## src/rtl/pipe_reg_elastic.sv

```systemverilog
// Elastic pipeline register: a DEPTH-entry circular buffer with valid/ready on both sides,
// synchronous flush, and a saturating count of cycles in which the head was held back.
module pipe_reg_elastic #(
  parameter int               WIDTH     = 32,
  parameter int               DEPTH     = 2,
  parameter logic [WIDTH-1:0] RESET_VAL = '0
) (
  input  logic                       clk,
  input  logic                       rst,
  input  logic                       flush,
  input  logic                       in_valid,
  output logic                       in_ready,
  input  logic [WIDTH-1:0]           in_data,
  output logic                       out_valid,
  input  logic                       out_ready,
  output logic [WIDTH-1:0]           out_data,
  output logic [$clog2(DEPTH+1)-1:0] occupancy,
  output logic [15:0]                stall_cycles
);

  localparam int              PW   = (DEPTH > 1) ? $clog2(DEPTH) : 1;
  localparam int              CW   = $clog2(DEPTH + 1);
  localparam logic [PW-1:0]   LAST = PW'(DEPTH - 1);
  localparam logic [CW-1:0]   FULL = CW'(DEPTH);

  generate
    if (DEPTH < 1 || DEPTH > 4) begin : g_bad_depth
      $error("pipe_reg_elastic: DEPTH must be in 1..4");
    end
  endgenerate

  logic [WIDTH-1:0] slot [DEPTH];
  logic [PW-1:0]    rd_ptr;
  logic [PW-1:0]    wr_ptr;
  logic [CW-1:0]    count;
  logic             push;
  logic             pop;

  // Handshake: a transfer happens on a rising edge where valid & ready are both high and
  // flush is low. in_ready/out_valid come only from the registered count, never from inputs.
  assign in_ready  = (count != FULL);
  assign out_valid = (count != '0);
  assign push      = in_valid & in_ready & ~flush;
  assign pop       = out_valid & out_ready & ~flush;
  assign out_data  = out_valid ? slot[rd_ptr] : RESET_VAL;
  assign occupancy = count;

  always_ff @(posedge clk) begin
    if (rst || flush) begin
      count  <= '0;
      rd_ptr <= '0;
      wr_ptr <= '0;
      for (int i = 0; i < DEPTH; i++) begin
        slot[i] <= RESET_VAL;
      end
    end else begin
      if (push) begin
        slot[wr_ptr] <= in_data;
        wr_ptr       <= (wr_ptr == LAST) ? '0 : wr_ptr + 1'b1;
      end
      if (pop) begin
        rd_ptr <= (rd_ptr == LAST) ? '0 : rd_ptr + 1'b1;
      end
      if (push && !pop) begin
        count <= count + 1'b1;
      end else if (pop && !push) begin
        count <= count - 1'b1;
      end
    end
  end

  // Survives flush on purpose so stalls across mispredicts stay visible.
  always_ff @(posedge clk) begin
    if (rst) begin
      stall_cycles <= '0;
    end else if (out_valid && !out_ready && stall_cycles != 16'hFFFF) begin
      stall_cycles <= stall_cycles + 16'd1;
    end
  end

endmodule

```

## config.mk

```make
export PLATFORM = sky130hd
export DESIGN_NAME = pipe_reg_elastic
export DESIGN_NICKNAME = d
export VERILOG_FILES = /design/src/rtl/pipe_reg_elastic.sv
export SDC_FILE = /design/constraint.sdc
export NUM_CORES = 1
export LEC_CHECK = 0
export BUFFER_PORTS_ARGS = -buffer_cell sky130_fd_sc_hd__buf_2
export CAP_MARGIN = 0
export CORE_MARGIN = 2
export CORE_UTILIZATION = 58
export CTS_CLUSTER_DIAMETER = 40
export DETAILED_ROUTE_END_ITERATION = 7
export PLACE_DENSITY = 0.9
export SLEW_MARGIN = 20
export SYNTH_ARGS = -nofsm -noshare
export SYNTH_HDL_FRONTEND = slang
export SYNTH_SLANG_ARGS = --single-unit
```

## constraint.sdc

```tcl
create_clock -name clk -period 11.8 [get_ports clk]
set_clock_uncertainty 0.2 [all_clocks]
set_input_delay 2.36 -clock clk [delete_from_list [all_inputs] [get_ports clk]]
set_output_delay 2.36 -clock clk [all_outputs]
set_load 0.1 [all_outputs]
```

* After elaboration in Yosys (flattened, before gate mapping) *
Memory sizes are Yosys's and may differ from the RTL's. A register that Yosys moved wholly into a read port is not among the register bits.
Index checks and enable logic that the tools add are counted.

storage, ports and cells
  register bits after elaboration = 20
  bits in writable memories = 64
  bits of input ports = 37
  output and inout bits = 52
  word-level logic and storage cells = 43
  memories kept = 1

cells by class
  add/sub/neg operators = 5
  equality and inequality tests = 2
  muxes and demuxes = 15
  bitwise operators = 5
  reduce and logical (&&, ||, !) cells = 11

memories
  memory  words  width  read ports  clocked after memory_dff  wr ports  RTL line  RTL
  slot    2      32     1           1                         2         32        logic [WIDTH-1:0] slot [DEPTH];

operators by type and width
  cell                                                                number
  32-bit 2-to-1 mux                                                   2
  32-bit OR reduction                                                 1
  16-bit by 1-bit adder with 16-bit output, second input constant     1
  16-bit != test, second input constant                               1
  1-bit 2-to-1 mux                                                    11
  1-bit bitwise AND                                                   4
  1-bit logical AND                                                   4
  2-bit 2-to-1 mux                                                    2
  2-bit nonzero test                                                  2
  1-bit zero test                                                     3
  1-bit adder, second input constant                                  2
  2-bit by 1-bit adder with 2-bit output, second input constant       1
  2-bit != test, second input constant                                1
  2-bit by 1-bit subtractor with 2-bit output, second input constant  1
  1-bit logical OR                                                    1
  1-bit inverter                                                      1

* Logic depth before layout (Yosys ltp) *
  depth in word-level cells = 8
  mapped depth = 8
  gate-level depth less buffers = 8

* Worst setup path after synthesis *
Ideal clock, no wire load.

  kind = input-to-reg
  start point = input in_valid
  end point = memory slot[0][0], enable pin
  library setup time = 0.466 ns
  arrival = 4.815 ns
  required time = 11.134 ns
  setup slack = 6.319 ns
  stages = 2
  path buffers = 0
  cell sequence = nand2_1 > o21ai_0

RTL lines
  element             RTL line  RTL
  start: declaration  11        input logic in_valid,
  end: declaration    32

==> summary.md <==
| Metric | Value |
|---|---|
| Period minus WS final | 4740 ps |
| Status | finished clean |
| Clk sinks | 85 |
| I/O Buffers | 88 |
| Worst Path Max Fanout | 32 |
| RSZ-0062 raised after global routing | false |
| Critical setup path kind | reg2out |
| Largest family of logic cells by synthesized area | simple AND/OR/NAND/NOR gates |
| Worst Max-Slew Pin Slew | 1080 ps |
| F_max | 0.211 GHz |
| Tightest Hold Check Type | reg2reg |
| DRC violations left | 0 |
| Post-CTS Resized | 0 |
| EDFF count, synth | 64 |
| Total routed wirelength | 7690 um |
| Ys async rst share | 0% |
| Cts hold-fix bufs | 0 |
| Post-route ant nets | 0 |
| Ant. Diodes | 0 |
| Fin. Hold Viols | 0 |
| Final Cycle Share | 40.2% |
| Startpoint Class | flop |
| Synth Area in Compound Gates | 5.00% |
| P_leak | 1.89 nW |
| Synthesized-area fraction occupied by adder cells | 0.641% |
| Post CTS Setup Buffer Count | 0 |
| HPWL Detailed | 5040 um |
| Arrival time worst endpoint | 2180 ps |
| Top post-synthesis cells by area | edfxtp_1 49%, dfxtp_1 11%, and2_1 10% |
| TritonCTS buffer count | 9 |
| Initial core utilization | 60.8% |
| TNS Setup | 0 ps |
| Die Span Y | 86.0 um |
| Yosys cell types | 37 |
| Routed length per instance | 15.5 um |
| Ys Warns | 0 |
| GPL Wtd Cong | 0.753 |
| Via Count | 2776 |
| Synth area leader | edfxtp_1 |
| Top cell type's share of synthesized area | 49.2% |
| Floorplan core area | 6420 um2 |
| Syn_nets | 370 |
| Share of cells above drive strength 1 | 27.7% |
| DRT Pass-1 Iters | 4 |
| Largest net degree at the start of global routing | 34 |
| Mapped cell area | 3900 um2 |
| Via-to-Cell Ratio | 5.60 |
| Die area | 7400 um2 |
| Final WS setup | 7060 ps |
| Synth Area in Simple Gates | 22.4% |
| Initial antenna violation count | 0 |
| Post-synthesis mux area share | 8.21% |
| XOR/XNOR Fraction of Synth Area | 1.35% |
| Clock Tree Root | clkbuf_8 |
| Number of H-tree levels | 3 |
| DP Area | 4400 um2 |
| Nets@finish | 453 |
| Mean Syn Cell Area | 11.8 um2 |
| 1st-iter DRT viols | 207 |
| Worst-path clk slew | 80 ps |
| Max Root-Sink Buffers | 2 |
| Gr usage total | 21.6% |
| First-pass GRT wire length | 12200 um |
| Synthesized flop and latch total | 85 |
| Main synth FF type | edfxtp_1 |
| Die width | 86.0 um |
| Dpl ws | 7330 ps |
| Synth Instances | 331 |
| Max-slew violation count | 0 |
| Layout area overhead | 17.8% |
| CTS tree | built |
| Number of max-cap violations | 0 |
| PwrDens | 132 nW/um2 |
| Clk Latency, worst-skew pair | 360 ps |
| Std-Cell Rows | 29 |
| Sequential-to-total area share from yosys stat | 60.0% |
| Vias in the first global route | 2659 |
| Final setup fails | 0 |
| Req. time, crit path | 9240 ps |
| Fin area | 4600 um2 |
| GRT overflow | 0 |
| Power Total | 0.609 mW |
| Crit. End Element | primary output |
| IO Pins | 89 |
| Peak supply drop | 0.0891 mV |
| Relative slew slack | 28.1% |
==> final cells by class <==
| cell class | count | area (um2) |
|---|---|---|
| clock buffer | 9 | 124 |
| clock inverter | 7 | 75.1 |
| fill | 463 | 1830 |
| inverter | 3 | 11.3 |
| multi-input combinational | 225 | 1490 |
| sequential | 85 | 2340 |
| tap | 77 | 96.3 |
| timing repair buffer | 90 | 455 |
==> cells in the final DEF (no fill, tap or decap), types with 6 or more instances in the layout <==
cell and n:
buf_2 88, and2_1 64, edfxtp_1 64, nor2_1 41
mux2i_1 32, dfxtp_1 20, a21oi_1 13, clkbuf_8 9
nand2_1 8, o31ai_1 8, or4_1 8, xor2_1 6
==> layer usage <==
layer,GRT usage (%),vias to the layer above,part of all wire (%)
li1,-,1349,-
met1,27.3,1310,42
met2,35.2,103,49
met3,4.14,14,7.2
met4,11.4,0,2.1
met5,0,-,0
==> worst max-delay path, cell delays in order, from the launching register on <==
cell and delay [ps]:
dfxtp_2 990, mux2i_1 180, nor2_1 200, buf_2 460
==> sequential cells by signal (all words and copies together), names as in the netlist, named ones only <==
signal        flops
slot             64
stall_cycles     16
occupancy         2
rd_ptr            1
wr_ptr            1
==> Yosys cell counts (all sizes together) (2+ instances only) <==
| cell | n |
|---|---|
| and2 | 64 |
| edfxtp | 64 |
| nor2 | 43 |
| mux2i | 32 |
| dfxtp | 21 |
| a21oi | 13 |
| clkbuf | 13 |
| nand2 | 8 |
| o31ai | 8 |
| or4 | 8 |
| o21ai | 7 |
| nand3 | 6 |
| xor2 | 6 |
| buf | 5 |
| nand4 | 5 |
| or3 | 5 |
| and4 | 3 |
| inv | 3 |
| and3 | 2 |
| ha | 2 |
| nor3 | 2 |
| nor4 | 2 |
| or2 | 2 |
==> power by group <==
| part | total (mW) | internal, mW | switching, mW | leakage, nW |
|---|---|---|---|---|
| clock network | 0.206 | 0.0988 | 0.107 | 0.0988 |
| registers | 0.341 | 0.335 | 0.00597 | 0.896 |
| logic | 0.0626 | 0.0158 | 0.0468 | 0.893 |
| total | 0.609 | 0.449 | 0.160 | 1.89 |
==> cells by family after synthesis <==
kind of cell | count (synthesis)
AOI/OAI and AO/OA | 32
xor gates and xnor gates | 6
adders and majority gates | 2
buffers and inverters | 21
DFF | 85
muxes | 32
and+or+nand+nor | 153
==> through the flow <==
stage                     utilization [%]  hold WS, ps  std cells
final                                71.6          309        496
after detailed placement             68.5          292        480
after global placement               68.5          281        480
after floorplan                         -          272        331
after global routing                 71.6          346        496
after CTS                            71.6          307        496
==> worst paths after layout <==
check,from,endpoint,slack (ps),depth (start not counted)
max,flop,out_data[1],7060,3
min,stall_cycles[15]$_SDFFE_PP0P_,stall_cycles[15]$_SDFFE_PP0P_,310,2
max reg2reg,occupancy[1]$_SDFFE_PP0P_,occupancy[1]$_SDFFE_PP0P_,9420,8
min reg2reg,stall_cycles[15]$_SDFFE_PP0P_,stall_cycles[15]$_SDFFE_PP0P_,310,2
(Power assumes the default switching activity.)
